--- src/rtl/mapper_hotspot_if.sv ---
// Cartridge mapper bus shared by every mapper in the cartridge mux.
//   a_change    : cart address differs from the previous clk
//   sc          : Superchip RAM enable
//   a_in, d_in  : cart address / data bus
//   d_out       : direct data output (unused by ROM/RAM-path mappers)
//   flags_out   : mapper flags (unused by ROM/RAM-path mappers)
//   oe          : output-enable mask
//   ram_sel     : access targets cart RAM
//   ram_rw      : 1 = RAM read, 0 = RAM write
//   ram_a       : cart RAM address
//   rom_a       : absolute ROM address
//   bank        : current bank, zero-extended
//   bank_strobe : one-clk pulse on the edge a new bank is latched
// master drives the cart side, slave is the mapper.
interface mapper_hotspot_if;
  logic        a_change;
  logic        sc;
  logic [12:0] a_in;
  logic [7:0]  d_in;
  logic [7:0]  d_out;
  logic [15:0] flags_out;
  logic [7:0]  oe;
  logic        ram_sel;
  logic        ram_rw;
  logic [17:0] ram_a;
  logic [18:0] rom_a;
  logic [3:0]  bank;
  logic        bank_strobe;

  modport master (
    output a_change, sc, a_in, d_in,
    input  d_out, flags_out, oe, ram_sel, ram_rw, ram_a, rom_a, bank, bank_strobe
  );

  modport slave (
    input  a_change, sc, a_in, d_in,
    output d_out, flags_out, oe, ram_sel, ram_rw, ram_a, rom_a, bank, bank_strobe
  );
endinterface

--- src/rtl/mapper_hotspot.sv ---
// Parametrised hotspot bank-switching mapper (F8/F6/F4/EF family) with
// optional Superchip RAM. A hotspot only switches the bank after the address
// has been stable for SETTLE clocks, and at most once per address phase.
// Ports:
//   clk   : master clock
//   reset : synchronous, active-high reset
//   bus   : mapper side of the cartridge mapper bus (see mapper_hotspot_if)
module mapper_hotspot #(
  parameter int unsigned BANKS      = 8,
  parameter logic [12:0] HOT_BASE   = 13'h1FF4,
  parameter int unsigned START_BANK = BANKS - 1,
  parameter int unsigned RAM_BYTES  = 128,
  parameter int unsigned SETTLE     = 2
) (
  input  logic            clk,
  input  logic            reset,
  mapper_hotspot_if.slave bus
);

  localparam int unsigned BW = $clog2(BANKS);
  localparam int unsigned RW = $clog2(RAM_BYTES);
  localparam logic [13:0] HotEnd = 14'(HOT_BASE) + 14'(BANKS);

  logic [BW-1:0] bank_q, bank_d;
  logic [3:0]    cnt_q, cnt_d;
  logic          acted_q, acted_d;
  // Cleared by reset, set by the first a_change: a hotspot already held when
  // reset deasserts must wait for a fresh address phase before it can fire.
  logic          armed_q, armed_d;

  logic hot_hit;
  logic fire;
  logic ram_win;

  // Hotspot decode and fire qualification.
  always_comb begin
    hot_hit = bus.a_in[12] && ({1'b0, bus.a_in} >= {1'b0, HOT_BASE})
              && ({1'b0, bus.a_in} < HotEnd);
    fire    = !reset && !bus.a_change && armed_q && !acted_q
              && (cnt_q == 4'(SETTLE - 1)) && hot_hit;
  end

  // Settle counter, one-shot flag and bank register next state.
  always_comb begin
    cnt_d   = cnt_q;
    acted_d = acted_q;
    armed_d = armed_q;
    bank_d  = bank_q;
    if (bus.a_change) begin
      cnt_d   = 4'd0;
      acted_d = 1'b0;
      armed_d = 1'b1;
    end else begin
      if (cnt_q < 4'(SETTLE)) begin
        cnt_d = cnt_q + 4'd1;
      end
      if (fire) begin
        bank_d  = BW'(bus.a_in - HOT_BASE);
        acted_d = 1'b1;
      end
    end
  end

  always_ff @(posedge clk) begin
    if (reset) begin
      bank_q  <= BW'(START_BANK);
      cnt_q   <= 4'd0;
      acted_q <= 1'b0;
      armed_q <= 1'b0;
    end else begin
      bank_q  <= bank_d;
      cnt_q   <= cnt_d;
      acted_q <= acted_d;
      armed_q <= armed_d;
    end
  end

  // Address decode: ROM window, Superchip write/read windows at the bottom of
  // the cart space. The RAM window spans 2*RAM_BYTES; a_in[RW] picks read.
  always_comb begin
    ram_win     = bus.sc && ((bus.a_in[11:0] >> (RW + 1)) == 12'd0);
    bus.ram_sel = 1'b0;
    bus.ram_rw  = 1'b1;
    bus.oe      = 8'h00;
    if (bus.a_in[12]) begin
      if (ram_win) begin
        bus.ram_sel = 1'b1;
        bus.ram_rw  = bus.a_in[RW];
        bus.oe      = bus.a_in[RW] ? 8'hFF : 8'h00;
      end else begin
        bus.oe = 8'hFF;
      end
    end
  end

  assign bus.d_out       = 8'hFF;
  assign bus.flags_out   = 16'd0;
  assign bus.ram_a       = 18'(bus.a_in[RW-1:0]);
  assign bus.rom_a       = 19'({bank_q, bus.a_in[11:0]});
  assign bus.bank        = 4'(bank_q);
  assign bus.bank_strobe = fire;

endmodule

--- src/flat_wrapper.sv ---
// flat-port wrapper written by rule: the top's interface ports become plain ports
module mapper_hotspot_flat 
#(
  parameter int unsigned BANKS      = 8,
  parameter logic [12:0] HOT_BASE   = 13'h1FF4,
  parameter int unsigned START_BANK = BANKS - 1,
  parameter int unsigned RAM_BYTES  = 128,
  parameter int unsigned SETTLE     = 2
)
  (clk, reset, bus_a_change, bus_sc, bus_a_in, bus_d_in, bus_d_out, bus_flags_out, bus_oe, bus_ram_sel, bus_ram_rw, bus_ram_a, bus_rom_a, bus_bank, bus_bank_strobe);
  mapper_hotspot_if bus_i ();
  input  logic clk;
  input  logic reset;
  input wire logic [$bits(bus_i.a_change)-1:0] bus_a_change;
  input wire logic [$bits(bus_i.sc)-1:0] bus_sc;
  input wire logic [$bits(bus_i.a_in)-1:0] bus_a_in;
  input wire logic [$bits(bus_i.d_in)-1:0] bus_d_in;
  output wire logic [$bits(bus_i.d_out)-1:0] bus_d_out;
  output wire logic [$bits(bus_i.flags_out)-1:0] bus_flags_out;
  output wire logic [$bits(bus_i.oe)-1:0] bus_oe;
  output wire logic [$bits(bus_i.ram_sel)-1:0] bus_ram_sel;
  output wire logic [$bits(bus_i.ram_rw)-1:0] bus_ram_rw;
  output wire logic [$bits(bus_i.ram_a)-1:0] bus_ram_a;
  output wire logic [$bits(bus_i.rom_a)-1:0] bus_rom_a;
  output wire logic [$bits(bus_i.bank)-1:0] bus_bank;
  output wire logic [$bits(bus_i.bank_strobe)-1:0] bus_bank_strobe;
  assign bus_i.a_change = bus_a_change;
  assign bus_i.sc = bus_sc;
  assign bus_i.a_in = bus_a_in;
  assign bus_i.d_in = bus_d_in;
  assign bus_d_out = bus_i.d_out;
  assign bus_flags_out = bus_i.flags_out;
  assign bus_oe = bus_i.oe;
  assign bus_ram_sel = bus_i.ram_sel;
  assign bus_ram_rw = bus_i.ram_rw;
  assign bus_ram_a = bus_i.ram_a;
  assign bus_rom_a = bus_i.rom_a;
  assign bus_bank = bus_i.bank;
  assign bus_bank_strobe = bus_i.bank_strobe;
  mapper_hotspot #(.BANKS(BANKS), .HOT_BASE(HOT_BASE), .START_BANK(START_BANK), .RAM_BYTES(RAM_BYTES), .SETTLE(SETTLE)) u_core (.clk(clk), .reset(reset), .bus(bus_i));
endmodule
--- config.mk ---
export PLATFORM = sky130hd
export DESIGN_NAME = mapper_hotspot_flat
export DESIGN_NICKNAME = d
export VERILOG_FILES = /design/src/rtl/mapper_hotspot_if.sv /design/src/rtl/mapper_hotspot.sv /design/src/flat_wrapper.sv
export SDC_FILE = /design/constraint.sdc
export NUM_CORES = 1
export LEC_CHECK = 0
export ABC_AREA = 1
export ABC_CLOCK_PERIOD_IN_PS = 3000
export BUFFER_PORTS_ARGS = -buffer_cell sky130_fd_sc_hd__buf_2
export CORE_UTILIZATION = 39
export CTS_CLUSTER_DIAMETER = 50
export DETAILED_ROUTE_END_ITERATION = 6
export MAX_ROUTING_LAYER = met4
export PLACE_DENSITY = 0.9
export SYNTH_ARGS = -nofsm -noshare
export SYNTH_HDL_FRONTEND = slang
export SYNTH_SLANG_ARGS = --single-unit
--- constraint.sdc ---
create_clock -name clk -period 3 [get_ports clk]
set_input_delay 0.6 -clock clk [delete_from_list [all_inputs] [get_ports clk]]
set_output_delay 0.6 -clock clk [all_outputs]
set_load 0.1 [all_outputs]
==> impl_metrics.yaml, run 1 <==
status:
  status: "finished, final reports clean"
die:
  row_count: 18
  start_util_pct: 41.1
  die_area_mm2: 0.00282
  ioPinCount: 101
  die_h_um: 53.1
  die_w_um: 53.1
  core_area_mm2: 0.00248
sta:
  grt_setup_unrepaired: "no"
  layout_setup_ws_ns: 0.718
  setup_viol: 0
  tns_ns: 0
  whs_ns: 0.439
  hold_violations: 0
  finalCriticalPeriod_ns: 2.28
  slew_violations: 0
  fmax_mhz: 438
  fin_worst_skew_ns: 0.00589
  fin_crit_sh_pct: 76.1
place:
  dp_slack_ns: 0.767
  numPortBuffers: 52
  dpl.cell_count: 194
  post_dp_cell_area_um2: 942
  gp_congestion: 0.664
  hpwl_um: 1300
yosys:
  synth_top_area_cell: "buf_4"
  synthTopCellsByCount: "buf_4, nand2_1, inv_1, dfxtp_1, nor2_1"
  ys_types: 16
  synth_top_area_share_pct: 50.9
  synth_edf_count: 0
  syn_area_mm2: 0.00102
  yosys_most_used_dff: "dfxtp_1"
  synthMostInstantiatedCell: "buf_4"
  synthArstFlopShare_pct: 0
  ys_seq_elements: 9
  yosysWarnings: 0
  synth_cells: 143
  ys_seq_area_share_pct: 17.7
  syn_avg_cell_area_um2: 7.11
  ys_top_cells_by_area: "buf_4, dfxtp_1, nand2_1, nor2_2, inv_1"
clock_network:
  insertion_delay_ns: 0.26
  htreeDepth: 1
  clkSlewWorstSetupHoldPaths_ns: 0.06
  cts_sinks: 9
  cts_setup_buffers: 0
  holdBufCountCts: 0
  cts_buffer_depth: 2
  cts_tree: "built"
  cts_root_buffer: "clkbuf_4"
  numCtsBuffers: 3
  cts_resized: 0
worst_setup_path:
  cp_num_buf_inv: 2
  slowest_delay_ns: 0.43
  cp_cell_sequence: "inv_1 -> ha_1 -> nand2_1 -> nor2_2 -> nand3_2 -> nor2_4 -> buf_2"
  cp_max_fo: 4
  path_class: "reg2out"
  crit_path_top_delay_cell: "buf_2"
  cp.required_ns: 2.40
  cp_top_family: "buffers and inverters"
  cp.arrival_ns: 1.68
  startpoint_type: "flop"
  cp-end-kind: "primary output"
min_path:
  hp-class: "reg2reg"
flow_run:
  maxCapViolCount: 0
cells_and_area:
  diodes: 0
  postLayoutCellArea_um2: 968
  fin_cells: 198
  nFillCells: 285
  layout-drive-gt1-share_pct: 40.5
  final_util_pct: 39.1
  nNetsFinal: 196
  syn2layout_area_growth_pct: -4.80
global_route:
  grt_max_degree: 9
  grt_usage_pct: 9.84
  grt_pass1_vias: 529
  grt_overflow: 0
  antenna_found_initial: 0
  grt_pass1_wl_um: 1900
route:
  vias_per_cell: 3.76
  wl_um: 1460
  via_count: 745
  drt_pre_antenna_iters: 4
  avgRoutedWirePerCell_um: 7.37
  ant_nets: 0
  drc: 0
  drtIter0Drc: 6
power_and_ir_drop:
  ir_drop_mv: 0.286
  total_power_mw: 0.634
  leakage_nw: 0.553
  power.density_mw_per_mm2: 655
==> cell type report <==
type,count,area (µm²),area share (%)
Multi-Input combinational cell,90,415,42.9
Timing Repair Buffer,52,260,26.9
Sequential cell,9,180,18.6
Inverter,13,48.8,5.04
Tap cell,30,37.5,3.88
Clock buffer,4,26.3,2.71
==> state kept, by name, indices dropped and copies added (netlist names) <==
name	cells
u_core.acted_q	1
u_core.armed_q	1
u_core.bank_q	3
u_core.cnt_q	4
==> routing by layer <==
metal  GRT usage [%]  wire length, µm  vias to the layer above
met3           0.862              172                        4
li1                -                -                      376
met1            8.02              513                      308
met4            9.21               44                        0
met2            19.0              728                       57
met5               -                0                        -
==> cell families (layout without fill, tap and decap cells) <==
| group | after synthesis | after routing | share of synthesized area (%) |
|---|---|---|---|
| other | 2 | 40 | 0.738 |
| buffers and inverters | 82 | 69 | 55.7 |
| AO/OA/AOI/OAI | 7 | 7 | 3.57 |
| adder cells (fa/ha/maj) | 2 | 2 | 2.46 |
| flip-flops | 9 | 9 | 17.7 |
| AND/OR/NAND/NOR | 41 | 41 | 19.8 |
==> final timing paths <==
check | start | end | slack [ns] | cells past startpoint
worst max-delay path | u_core.cnt_q[1]$_SDFFE_PP0N_ | bus_bank_strobe | 0.72 | 7
worst min-delay path | u_core.cnt_q[3]$_SDFFE_PP0N_ | u_core.cnt_q[3]$_SDFFE_PP0N_ | 0.44 | 2
worst max register to register | u_core.cnt_q[1]$_SDFFE_PP0N_ | u_core.bank_q[2]$_SDFFE_PP1P_ | 1.79 | 7
worst min register to register | u_core.cnt_q[3]$_SDFFE_PP0N_ | u_core.cnt_q[3]$_SDFFE_PP0N_ | 0.44 | 2
==> tightest hold or removal path: cells and delay by family (launching register included) <==
kind,cells,cell delay [ns]
flops,1,0.31
simple gates,1,0.04
buf+inv,1,0.05
==> power by group <==
group / switching, mW / leakage, nW / internal [mW]
registers: 0.00192 / 0.0733 / 0.122
clock network: 0.0408 / 0.0150 / 0.0512
logic: 0.391 / 0.465 / 0.0274
==> cells in the final DEF, fill, tap and decap left out <==
cell / synthesis / routed
o22ai_1: 1 / 1
clkbuf_1: 0 / 1
nor2_4: 1 / 1
dfxtp_1: 9 / 9
inv_2: 2 / 2
nand3_2: 1 / 1
nor2_2: 7 / 8
o21ai_1: 4 / 4
nand2_1: 15 / 15
a21oi_1: 2 / 2
ha_1: 2 / 2
clkbuf_4: 0 / 3
nor2_1: 9 / 8
buf_2: 0 / 52
inv_1: 11 / 11
nand2_4: 1 / 1
nand3_1: 7 / 7
conb_1: 2 / 40
Note: power is estimated with default switching activity, not from simulation.
==> run 2: changes to the inputs <==
Settings changed: ABC_AREA 1 to 0, ABC_CLOCK_PERIOD_IN_PS 3000 to 2200, CORE_UTILIZATION 39 to 35, PLACE_DENSITY 0.9 to 0.85.
Clock period 3 ns to 2.2 ns, I/O delays scaled along.
==> run 2 against run 1 <==
  * The flow now finishes with violations (negative setup slack)
  * Count of clock-buffer cells in the layout stayed put
  * Clock skew is 0.0024 ns higher
  * Synthesized cell count is 15% lower
  * Sequential power is 37% higher
  * Sequential share of layout area is 0.25 points lower
  * Wire length is 6.1% higher
  * Synthesized area is 5.8% lower
  * Utilization is 0.096 points higher
  * Critical path type unchanged
  * Largest power group unchanged
==> impl_metrics.yaml, run 2 <==
status:
  status: "finished, violations left"
  violations: "negative setup slack"
clock_network:
  cts_buffer_depth: 2
  clkSlewWorstSetupHoldPaths_ns: 0.06
  cts_sinks: 9
  insertion_delay_ns: 0.26
  numCtsBuffers: 3
  cts_tree: "built"
  cts_root_buffer: "clkbuf_4"
  htreeDepth: 1
sta:
  fin_crit_sh_pct: 106
  slew_violations: 0
  fmax_mhz: 428
  layout_setup_ws_ns: -0.138
  grt_setup_unrepaired: "yes"
  fin_worst_skew_ns: 0.00828
  finalCriticalPeriod_ns: 2.34
  setup_viol: 1
  whs_ns: 0.475
  hold_violations: 0
yosys:
  ys_top_cells_by_area: "buf_4, dfxtp_1, nor3_1, ha_1, or4_4"
  synth_top_area_cell: "buf_4"
  synthMostInstantiatedCell: "buf_4"
  synth_top_area_share_pct: 54.0
  syn_area_um2: 958
  ys_types: 21
  synthTopCellsByCount: "buf_4, dfxtp_1, nor3_1, nor2_1, a21oi_1"
  yosysWarnings: 0
  yosys_most_used_dff: "dfxtp_1"
  ys_seq_area_share_pct: 18.8
  synth_edf_count: 0
  ys_seq_elements: 9
  syn_avg_cell_area_um2: 7.92
  synthArstFlopShare_pct: 0
  synth_cells: 121
worst_setup_path:
  startpoint_type: "flop"
  cp_cell_sequence: "or4_4 -> or4_4 -> nor2_4 -> buf_12"
  slowest_delay_ns: 0.54
  crit_top_cell: "or4_4"
  cp_num_buf_inv: 1
  path_class: "reg2out"
  crit_path_top_delay_cell: "or4_4"
  cp_max_fo: 4
  cp_top_family: "simple AND/OR/NAND/NOR gates"
  cp.required_ns: 1.76
  cp.arrival_ns: 1.90
  cp-end-kind: "primary output"
place:
  gp_congestion: 0.682
  numPortBuffers: 52
  dpl.cell_count: 177
  hpwl_um: 1370
  post_dp_cell_area_um2: 961
power_and_ir_drop:
  power.density_mw_per_mm2: 877
  ir_drop_mv: 0.403
  leakage_nw: 0.541
cells_and_area:
  fin_cells: 181
  diodes: 0
  layout-drive-gt1-share_pct: 43.0
  syn2layout_area_growth_pct: 3.13
  postLayoutCellArea_um2: 988
  layout_common_cells: "buf_2, conb_1, dfxtp_1"
  final_common_cell: "buf_2"
  top_regs: "u_core.cnt_q x4, u_core.bank_q x3"
  nNetsFinal: 179
  largest_reg_flops: 4
  top_register: "u_core.cnt_q"
die:
  die_w_um: 54.3
  core_area_mm2: 0.00252
  die_h_um: 54.3
  ioPinCount: 101
  start_util_pct: 38.0
  die_area_mm2: 0.00295
  row_count: 18
route:
  ant_nets: 0
  avgRoutedWirePerCell_um: 8.55
  wl_um: 1550
  drc: 0
  via_count: 716
  vias_per_cell: 3.96
  drtIter0Drc: 16
  drt_pre_antenna_iters: 4
global_route:
  antenna_found_initial: 0
  grt_usage_pct: 10.9
  grt_overflow: 0
  grt_max_degree: 9
  grt_pass1_wl_um: 2190
  grt_pass1_vias: 524
min_path:
  hp-class: "in2reg"
flow_run:
  maxCapViolCount: 0
[run 2: changes by cell type after synthesis, moves of 4 or more]
cell	delta
nor3_1	+6
inv_1	-9
nor2_1	-4
nand2_1	-13
nand3_1	-7
nor2_2	-6
[run 2: where the power goes]
group / leakage [nW] / internal [mW] / switching [mW] / total, mW
Sequential: 0.0738 / 0.167 / 0.00354 / 0.170
Combinational: 0.452 / 0.0424 / 0.531 / 0.573
Clock: 0.0150 / 0.0696 / 0.0533 / 0.123
Total: 0.541 / 0.279 / 0.588 / 0.867
[run 2: stage by stage]
step                      setup WS (ns)  util [%]  total power [mW]  TNS [ns]
final                            -0.138      39.2             0.867    -0.138
after global routing             -0.196      39.2             0.905    -0.196
after global placement          -0.0320      38.1             0.744   -0.0320
after CTS                        -0.151      39.2             0.873    -0.151
after detailed placement        -0.0493      38.1             0.747   -0.0493
after floorplan                 -0.0958         -             0.783   -0.0958
[run 2: final timing paths]
check	end	cells after the start	start	slack, ns
worst max register to register	u_core.bank_q[0]$_SDFFE_PP1P_	5	u_core.cnt_q[2]$_SDFFE_PP0N_	0.31
worst min-delay path	u_core.cnt_q[2]$_SDFFE_PP0N_	3	bus_a_change	0.48
worst max-delay path	bus_bank_strobe	4	u_core.cnt_q[2]$_SDFFE_PP0N_	-0.14
worst min register to register	u_core.acted_q$_SDFFE_PP0P_	1	u_core.acted_q$_SDFFE_PP0P_	0.48
[run 2: final cells by class]
cell class / count / area, µm²
fill: 269 / 1530
multi-input combinational: 79 / 408
timing repair buffer: 57 / 328
sequential: 9 / 181
tap: 30 / 37.5
clock buffer: 4 / 26.3
inverter: 2 / 7.51
[run 2: worst register-to-register path: stages (launching register included)]
cell     delay, ns
dfxtp_2       0.33
or4_4         0.54
or4_4         0.45
buf_4         0.15
nor3_1        0.19
o21ai_1       0.10
[run 2: per-layer routing]
metal / up-vias / part of all wire [%] / track usage [%]
met5: - / 0 / -
met3: 2 / 11 / 3.33
met2: 56 / 53 / 18.9
met4: 0 / 0.71 / 5.13
met1: 315 / 36 / 11.2
li1: 343 / - / -
[run 2: logic make-up (layout without fill, tap and decap cells)]
group                    Yosys count  count (layout)  synth area share [%]
XOR/XNOR                           3               3                  2.74
buffers and inverters             71              63                  54.8
AO/OA/AOI/OAI                      9               9                  5.22
other                              2              40                 0.784
AND/OR/NAND/NOR                   25              25                  15.0
flip-flops                         9               9                  18.8
adder cells (fa/ha/maj)            2               2                  2.61
[run 2: timing repair]
action,4_1_cts,5_1_grt
endpoints found under the setup margin,1,1
resized for setup,1,0
hold buffers,0,0
buffers inserted,0,0
